File: src/rtl/oqpsk_tx_frame_ctrl.sv
// Frame sequencer for the OQPSK transmitter: preamble, SFD, payload, optional CRC-16, tail.
// Optional feature macro: OQPSK_TX_CRC_EN (appends CRC-16-CCITT after the payload).
module oqpsk_tx_frame_ctrl #(
  parameter int         PRE_BITS    = 32,
  parameter logic [7:0] SFD_PATTERN = 8'hA7,
  parameter int         TAIL_BITS   = 4
) (
  input  logic       CLK,
  input  logic       RST,
  input  logic       bit_stb,
  input  logic       start,
  input  logic [7:0] byte_data,
  input  logic       byte_last,
  input  logic       byte_valid,
  output logic       byte_ready,
  output logic       bit_out,
  output logic       mod_en,
  output logic       busy,
  output logic       done,
  output logic       underrun
);

  localparam int MAX_A = (PRE_BITS > TAIL_BITS) ? PRE_BITS : TAIL_BITS;
  localparam int MAX_B = (MAX_A > 16) ? MAX_A : 16;
  localparam int CW    = $clog2(MAX_B + 1);
  localparam logic [CW-1:0] PRE_LAST  = CW'(PRE_BITS - 1);
  localparam logic [CW-1:0] TAIL_LAST = CW'(TAIL_BITS - 1);
  localparam logic [CW-1:0] BYTE_LAST = CW'(7);
  localparam logic [CW-1:0] ONE       = CW'(1);

`ifdef OQPSK_TX_CRC_EN
  typedef enum logic [2:0] {
    IDLE = 3'd0, PRE = 3'd1, SFD = 3'd2, PAY = 3'd3, CRC = 3'd4, TAIL = 3'd5
  } state_t;

  localparam logic [CW-1:0] CRC_LAST = CW'(15);

  function automatic logic [15:0] crc16_step(input logic [15:0] crc_in, input logic din);
    logic fb;
    fb = crc_in[15] ^ din;
    return {crc_in[14:0], 1'b0} ^ (fb ? 16'h1021 : 16'h0000);
  endfunction

  logic [15:0] crc;
`else
  typedef enum logic [2:0] {
    IDLE = 3'd0, PRE = 3'd1, SFD = 3'd2, PAY = 3'd3, TAIL = 3'd5
  } state_t;
`endif

  state_t        state;
  logic [CW-1:0] cnt;
  logic [7:0]    shreg;
  logic          cur_last;
  logic          hold_vld;
  logic [7:0]    hold_data;
  logic          hold_last;
  logic          last_seen;
  logic          accept;

  assign byte_ready = busy & ~hold_vld & ~last_seen;
  assign accept     = byte_valid & byte_ready;

  // Frame sequencer: bit_out holds the bit loaded on the most recent strobe (or on start).
  always_ff @(posedge CLK or posedge RST) begin
    if (RST) begin
      state     <= IDLE;
      cnt       <= '0;
      shreg     <= 8'h00;
      cur_last  <= 1'b0;
      hold_vld  <= 1'b0;
      hold_data <= 8'h00;
      hold_last <= 1'b0;
      last_seen <= 1'b0;
      bit_out   <= 1'b0;
      mod_en    <= 1'b0;
      busy      <= 1'b0;
      done      <= 1'b0;
      underrun  <= 1'b0;
`ifdef OQPSK_TX_CRC_EN
      crc       <= 16'hFFFF;
`endif
    end else begin
      done <= 1'b0;
      // Ready is low whenever the holding register is full, so this never collides with a transfer.
      if (accept) begin
        hold_vld  <= 1'b1;
        hold_data <= byte_data;
        hold_last <= byte_last;
        if (byte_last) begin
          last_seen <= 1'b1;
        end
      end
      case (state)
        IDLE: begin
          if (start) begin
            state     <= PRE;
            cnt       <= '0;
            bit_out   <= 1'b1;
            mod_en    <= 1'b1;
            busy      <= 1'b1;
            underrun  <= 1'b0;
            hold_vld  <= 1'b0;
            last_seen <= 1'b0;
`ifdef OQPSK_TX_CRC_EN
            crc       <= 16'hFFFF;
`endif
          end
        end
        PRE: begin
          if (bit_stb) begin
            if (cnt == PRE_LAST) begin
              state   <= SFD;
              cnt     <= '0;
              bit_out <= SFD_PATTERN[7];
            end else begin
              cnt     <= cnt + ONE;
              bit_out <= cnt[0];
            end
          end
        end
        SFD, PAY: begin
          if (bit_stb) begin
            if (cnt != BYTE_LAST) begin
              cnt <= cnt + ONE;
              if (state == SFD) begin
                bit_out <= SFD_PATTERN[3'd6 - cnt[2:0]];
              end else begin
                bit_out <= shreg[6];
                shreg   <= {shreg[6:0], 1'b0};
`ifdef OQPSK_TX_CRC_EN
                crc     <= crc16_step(crc, shreg[6]);
`endif
              end
            end else if ((state == PAY) && cur_last) begin
              cnt <= '0;
`ifdef OQPSK_TX_CRC_EN
              state   <= CRC;
              bit_out <= crc[15];
`else
              state   <= TAIL;
              bit_out <= 1'b0;
`endif
            end else if (hold_vld) begin
              state    <= PAY;
              cnt      <= '0;
              shreg    <= hold_data;
              cur_last <= hold_last;
              hold_vld <= 1'b0;
              bit_out  <= hold_data[7];
`ifdef OQPSK_TX_CRC_EN
              crc      <= crc16_step(crc, hold_data[7]);
`endif
            end else begin
              // Starved for a payload byte: abandon the payload and close the frame with the tail.
              state    <= TAIL;
              cnt      <= '0;
              bit_out  <= 1'b0;
              underrun <= 1'b1;
            end
          end
        end
`ifdef OQPSK_TX_CRC_EN
        CRC: begin
          if (bit_stb) begin
            if (cnt == CRC_LAST) begin
              state   <= TAIL;
              cnt     <= '0;
              bit_out <= 1'b0;
            end else begin
              cnt     <= cnt + ONE;
              bit_out <= crc[14];
              crc     <= {crc[14:0], 1'b0};
            end
          end
        end
`endif
        TAIL: begin
          if (bit_stb) begin
            bit_out <= 1'b0;
            if (cnt == TAIL_LAST) begin
              state  <= IDLE;
              cnt    <= '0;
              mod_en <= 1'b0;
              busy   <= 1'b0;
              done   <= 1'b1;
            end else begin
              cnt <= cnt + ONE;
            end
          end
        end
        default: begin
          state   <= IDLE;
          cnt     <= '0;
          bit_out <= 1'b0;
          mod_en  <= 1'b0;
          busy    <= 1'b0;
        end
      endcase
    end
  end

endmodule

File: config.mk
export PLATFORM = sky130hd
export DESIGN_NAME = oqpsk_tx_frame_ctrl
export DESIGN_NICKNAME = d
export VERILOG_FILES = /design/src/rtl/oqpsk_tx_frame_ctrl.sv
export SDC_FILE = /design/constraint.sdc
export NUM_CORES = 1
export LEC_CHECK = 0
export ABC_AREA = 0
export CAP_MARGIN = 10
export CELL_PAD_IN_SITES_DETAIL_PLACEMENT = 1
export CELL_PAD_IN_SITES_GLOBAL_PLACEMENT = 1
export CORE_AREA = 2 2 66 68
export DETAILED_ROUTE_END_ITERATION = 7
export DIE_AREA = 0 0 68 70
export PLACE_DENSITY_LB_ADDON = 0.1
export SLEW_MARGIN = 20
export SYNTH_ARGS = -nofsm -noshare
export SYNTH_HDL_FRONTEND = slang
export SYNTH_SLANG_ARGS = --single-unit
File: constraint.sdc
create_clock -name CLK -period 4.62 [get_ports CLK]
set_input_delay 1.155 -clock CLK [delete_from_list [all_inputs] [get_ports CLK]]
set_output_delay 1.155 -clock CLK [all_outputs]
set_load 0.05 [all_outputs]
==> impl_metrics.env, run 1 <==
export IMPL_cts_root_buf="clkbuf_8"
export IMPL_drive_gt1_share_pct=17.6
export IMPL_synth_cell_type_count=49
export IMPL_cap_violations=0
export IMPL_insertion_delay_ns=0.29
export IMPL_cts_resized=0
export IMPL_setup_viol=0
export IMPL_cp_required_ns=3.46
export IMPL_timing_final_crit_share_pct=65.1
export IMPL_crit_start="hold_vld"
export IMPL_portBuffers=19
export IMPL_whs_path_depth=1
export IMPL_cp_end_kind="primary output"
export IMPL_layout_cells_non_filler=240
export IMPL_cp_cell_sequence="nor3b_1, clkdlybuf4s50_1"
export IMPL_min_from="shreg[2]"
export IMPL_fillers=450
export IMPL_dp_cells=232
export IMPL_grt_pass1_wl_mm=7.32
export IMPL_die_x_um=68
export IMPL_clockBufferDepth=2
export IMPL_power_leakage_nw=0.850
export IMPL_gp_congestion=0.886
export IMPL_grt_use_total_pct=20.3
export IMPL_worstSetupStartpointType="register"
export IMPL_post_dp_hpwl_mm=2.95
export IMPL_hold_class="register to register"
export IMPL_critPathTopFamily="buffers and inverters"
export IMPL_rows=24
export IMPL_swShare_pct=39.0
export IMPL_drc=0
export IMPL_fin_tns_setup_ns=0
export IMPL_p_int_mw=0.651
export IMPL_syn_num_nets=185
export IMPL_max_slew_worst_pin_slew_ns=0.737
export IMPL_seq_power_share_pct=44.3
export IMPL_vdd_drop_max_mv=0.225
export IMPL_async_flop_share_pct=100
export IMPL_drv_slew=0
export IMPL_layout_min_cycle_time_ns=3.01
export IMPL_layout_common_cells="dfrtp_1, clkdlybuf4s50_1, nand2_1, mux2_2, a21oi_1"
export IMPL_switchingPower_mw=0.417
export IMPL_slowest_stage="clkdlybuf4s50_1"
export IMPL_first_pass_iters=4
export IMPL_mostFrequentLayoutCell="dfrtp_1"
export IMPL_final_hold_violation_count=0
export IMPL_dieArea_sq_um=4760
export IMPL_total_power_mw=1.07
export IMPL_viasPerCell=5.86
export IMPL_core_area_sq_um=4140
export IMPL_crit_arrival_ns=1.85
export IMPL_clock_sinks=32
export IMPL_syn_area_sq_um=1810
export IMPL_ant_nets=0
export IMPL_avgSynthCellArea_sq_um=10.7
export IMPL_rsz0062_at_grt="false"
export IMPL_synth_edf_count=0
export IMPL_yosysSeqAreaShare_pct=44.3
export IMPL_routedWlPerCell_um=17.3
export IMPL_status="complete, no violations"
export IMPL_post_cts_buffers=0
export IMPL_cts_buffers=5
export IMPL_die_h_um=70
export IMPL_htreeDepth=2
export IMPL_p_clk_share_pct=21.2
export IMPL_vias=1406
export IMPL_grt_remaining_overflow=0
export IMPL_fmax_ghz=0.332
export IMPL_yosys_warnings=0
export IMPL_slowest_delay_ns=0.84
export IMPL_finalNetCount=203
export IMPL_syn_inst=169
export IMPL_path_depth=2
export IMPL_dr_first_iter_drc_count=94
export IMPL_power_density_nw_per_um2=510
export IMPL_diodes=0
export IMPL_synth_seq_cells=32
export IMPL_wl_mm=4.15
export IMPL_worstReg2RegStart="cnt[0]"
export IMPL_skew_ns=0.00831
export IMPL_syn_to_final_growth_pct=15.8
export IMPL_first_global_vias=1503
export IMPL_num_io_pins=20
export IMPL_clkSlewWorstSetupHoldPaths_ns=0.07
export IMPL_relSlewSlack_pct=50.7
export IMPL_ff2ff_path_depth=5
export IMPL_crit_type="register to primary output"
export IMPL_crit_fanout=7
export IMPL_cts_tree="yes"
export IMPL_path_buf_inv=1
export IMPL_antenna_found_initial=0
export IMPL_hold_buffers=0
export IMPL_synthFlopType="dfrtp_1"
export IMPL_grt_max_degree=33
export IMPL_start_util_pct=43.7
export IMPL_p_comb_share_pct=34.5
==> metrics by stage <==
step | hold slack, ns | worst slack [ns] | utilization, % | cell area (sq um)
final | 0.490 | 1.61 | 50.6 | 2100
after global routing | 0.522 | 1.49 | 50.6 | 2100
after CTS | 0.496 | 1.58 | 50.6 | 2100
after detailed placement | 0.480 | 1.42 | 48.3 | 2000
after global placement | 0.464 | 1.51 | 48.3 | 2000
after floorplan | 0.454 | 1.56 | - | 1810
==> final timing paths <==
kind / to / slack, ns
hold reg to reg: shreg[2] / 0.49
hold / removal: shreg[2] / 0.49
max in group asynchronous: shreg[2] / 3.05
setup / recovery: byte_ready / 1.61
setup reg to reg: shreg[4] / 2.07
min in group asynchronous: busy / 1.26
==> cell families after synthesis <==
group	synth area share, %
AOI/OAI and AO/OA	17.7
xor gates and xnor gates	0.484
adders and majority gates	1.38
buffers and inverters	5.46
DFF	44.3
muxes	14.2
and+or+nand+nor	16.5
==> layout make-up <==
class	count	area, sq um	area share, %
inverters	8	30.0	1.43
flip-flops and latches	32	801	38.2
well taps	52	65.1	3.10
clock inverters	2	10.0	0.478
clock buffers	6	82.6	3.94
repair buffers	20	198	9.43
multi-input cells	120	910	43.4
==> cells in the mapped netlist (all sizes together), types with 2 or more instances <==
library cell / n / area, sq um
nor2: 5 / 21.3
nand2: 16 / 60.1
ha: 2 / 25.0
o211a: 2 / 20.0
nor3b: 2 / 15.0
or4: 2 / 15.0
and3: 2 / 12.5
o31ai: 2 / 15.0
and2: 3 / 18.8
inv: 7 / 26.3
a21oi: 8 / 40.0
buf: 7 / 61.3
nand3: 4 / 20.0
nand2b: 2 / 12.5
a311oi: 2 / 17.5
a2111oi: 2 / 20.0
clkbuf: 2 / 7.51
a31oi: 4 / 25.0
o211ai: 3 / 22.5
o311ai: 2 / 17.5
dfrtp: 32 / 801
nor3: 4 / 20.0
a211oi: 5 / 50.1
mux2: 22 / 248
o21ai: 8 / 40.0
nor2b: 3 / 18.8
==> power groups by stage <==
stage / Clock, mW / Combinational [mW] / Sequential, mW
after CTS: 0.236 / 0.373 / 0.473
final: 0.227 / 0.368 / 0.473
after global routing: 0.252 / 0.413 / 0.492
after floorplan: 0 / 0.325 / 0.433
after detailed placement: 0 / 0.370 / 0.479
after global placement: 0 / 0.362 / 0.470
==> state kept, by name, indices dropped and copies added, names as in the netlist <==
name	cells
bit_out	1
underrun	1
hold_data	8
cur_last	1
last_seen	1
state	3
hold_vld	1
cnt	6
done	1
busy	1
shreg	7
hold_last	1
==> routing by layer <==
metal  vias up  wire length (um)  track usage, %
met5         -                 0               0
met4         0                68            7.11
met3         7               152            4.99
met2        27              2050            31.9
met1       708              1890            26.7
li1        664                 -               -
==> worst register-to-register path: stages (launching register included) <==
cell and delay (ns):
dfrtp_1 0.48, ha_1 0.34, or4b_4 0.55, nor2_2 0.38, mux2_2 0.39, mux2_1 0.30
Note: power is estimated with default switching activity, not from simulation.
==> run 2: changes to the inputs <==
--- a/config.mk
+++ b/config.mk
@@ -9,9 +9,9 @@
 export CAP_MARGIN = 10
 export CELL_PAD_IN_SITES_DETAIL_PLACEMENT = 1
 export CELL_PAD_IN_SITES_GLOBAL_PLACEMENT = 1
-export CORE_AREA = 2 2 66 68
+export CORE_AREA = 2 2 68 70
 export DETAILED_ROUTE_END_ITERATION = 7
-export DIE_AREA = 0 0 68 70
+export DIE_AREA = 0 0 70 72
 export PLACE_DENSITY_LB_ADDON = 0.1
 export SLEW_MARGIN = 20
 export SYNTH_ARGS = -nofsm -noshare
==> constraint.sdc (replaced) <==
create_clock -name CLK -period 3.1 [get_ports CLK]
set_input_delay 0.775 -clock CLK [delete_from_list [all_inputs] [get_ports CLK]]
set_output_delay 0.775 -clock CLK [all_outputs]
set_load 0.05 [all_outputs]
==> run 2 against run 1 <==
Register-to-register slack got worse by 1.5 ns. Sequential share of layout area decreased by 0.41 points. Via count fell by 0.43%. Cell area rose by 1.1%. Global-route usage is 1.5 points lower. Clock-buffer cell count unchanged.
==> impl_metrics.env, run 2 (synthesis gave the netlist of run 1 again) <==
export IMPL_status="complete, no violations"
export IMPL_ant_nets=0
export IMPL_drive_gt1_share_pct=18.8
export IMPL_core_area_sq_um=4260
export IMPL_hold_class="register to register"
export IMPL_routedWlPerCell_um=17.5
export IMPL_top_register="hold_data"
export IMPL_drc=0
export IMPL_fmax_ghz=0.378
export IMPL_cts_root_buf="clkbuf_8"
export IMPL_crit_fanout=7
export IMPL_mostFrequentLayoutCell="dfrtp_1"
export IMPL_clkSlewWorstSetupHoldPaths_ns=0.07
export IMPL_drv_slew=0
export IMPL_crit_start="hold_vld"
export IMPL_grt_max_degree=33
export IMPL_grt_pass1_wl_mm=7.31
export IMPL_diodes=0
export IMPL_clock_sinks=32
export IMPL_layout_common_cells="dfrtp_1, clkdlybuf4s50_1, nand2_1, mux2_2, a21oi_1"
export IMPL_fin_tns_setup_ns=0
export IMPL_clockBufferDepth=2
export IMPL_grt_remaining_overflow=0
export IMPL_relSlewSlack_pct=59.2
export IMPL_cts_resized=0
export IMPL_num_io_pins=20
export IMPL_max_slew_worst_pin_slew_ns=0.608
export IMPL_largest_reg_flops=8
export IMPL_first_pass_iters=4
export IMPL_cts_buffers=5
export IMPL_rsz0062_at_grt="false"
export IMPL_min_from="shreg[3]"
export IMPL_wl_mm=4.26
export IMPL_dieArea_sq_um=5040
export IMPL_power_leakage_nw=0.864
export IMPL_setup_viol=0
export IMPL_die_h_um=72
export IMPL_syn_to_final_growth_pct=17.1
export IMPL_worstSetupStartpointType="register"
export IMPL_cts_tree="yes"
export IMPL_portBuffers=19
export IMPL_hold_buffers=0
export IMPL_worstReg2RegStart="cnt[0]"
export IMPL_vias=1400
export IMPL_cp_end_kind="primary output"
export IMPL_htreeDepth=2
export IMPL_dr_first_iter_drc_count=103
export IMPL_post_cts_buffers=0
export IMPL_finalHoldWorstSlack_ns=0.487
export IMPL_antenna_found_initial=0
export IMPL_timing_final_crit_share_pct=85.2
export IMPL_rows=24
export IMPL_cp_required_ns=2.32
export IMPL_die_x_um=70
export IMPL_insertion_delay_ns=0.29
export IMPL_final_hold_violation_count=0
export IMPL_vdd_drop_max_mv=0.393
export IMPL_post_dp_hpwl_mm=3.12
export IMPL_skew_ns=0.00245
export IMPL_crit_type="register to primary output"
export IMPL_first_global_vias=1444
export IMPL_gp_congestion=0.829
export IMPL_layout_min_cycle_time_ns=2.64
export IMPL_postLayoutCoreUtil_pct=49.7
export IMPL_power_density_nw_per_um2=756
export IMPL_finalNetCount=206
export IMPL_crit_arrival_ns=1.87
export IMPL_start_util_pct=42.4
export IMPL_cap_violations=0
export IMPL_viasPerCell=5.76
export IMPL_top_regs="hold_data x8, shreg x7, cnt x6"
export IMPL_grt_use_total_pct=18.8
[run 2: changes by cell type in the layout (fill, tap and decap cells not counted)]
cell,before,now
buf_4,1,4
[run 2: worst paths after layout]
path                                    to  cells after the start  slack [ns]
worst max-delay path            byte_ready                      2        0.46
worst min-delay path              shreg[3]                      1        0.49
worst max register to register    shreg[5]                      5        0.59
worst min register to register    shreg[3]                      1        0.49
max in group asynchronous          bit_out                      3        1.92
min in group asynchronous         underrun                      3        0.89
[run 2: critical path: stages, from the launching register on]
cell and delay (ns):
dfrtp_1 0.46, nor3b_1 0.27, clkdlybuf4s50_1 0.85
[run 2: through the flow]
step           setup WS [ns]  instance area (sq um)  instances  total power [mW]
3_5_place_dp           0.364                   2030        235              1.28
2_1_floorplan         0.0950                   1810        169              1.13
6_report               0.458                   2120        243              1.60
4_1_cts                0.439                   2120        243              1.62
5_1_grt                0.385                   2120        243              1.72
3_3_place_gp           0.420                   2030        235              1.26
[run 2: power breakdown]
group | leakage, nW | switching (mW) | internal (mW)
Combinational | 0.417 | 0.311 | 0.260
Sequential | 0.396 | 0.151 | 0.544
Clock | 0.0510 | 0.158 | 0.177
Total | 0.864 | 0.620 | 0.982
[run 2: area by class of cell]
class,instances,area [sq um]
clock inverter,2,10.0
sequential,32,801
clock buffer,6,82.6
multi-input combinational,120,910
timing repair buffer,23,220
inverter,8,30.0
fill,463,2150
tap,52,65.1
[run 2: layer usage]
layer	up-vias	part of all wire, %	track usage, %
met5	-	0	0
met4	0	2.4	8.76
met3	10	2.8	4.31
met2	26	49	30.7
met1	693	46	23.8
li1	671	-	-
==> run 3: changes to the inputs <==
--- a/config.mk
+++ b/config.mk
@@ -10,6 +10,7 @@
 export CELL_PAD_IN_SITES_DETAIL_PLACEMENT = 1
 export CELL_PAD_IN_SITES_GLOBAL_PLACEMENT = 1
 export CORE_AREA = 2 2 68 70
+export CTS_CLUSTER_DIAMETER = 80
 export DETAILED_ROUTE_END_ITERATION = 7
 export DIE_AREA = 0 0 70 72
 export PLACE_DENSITY_LB_ADDON = 0.1
==> results of run 3 <==
The final DEF is identical to that of run 2; final timing and power are the same.
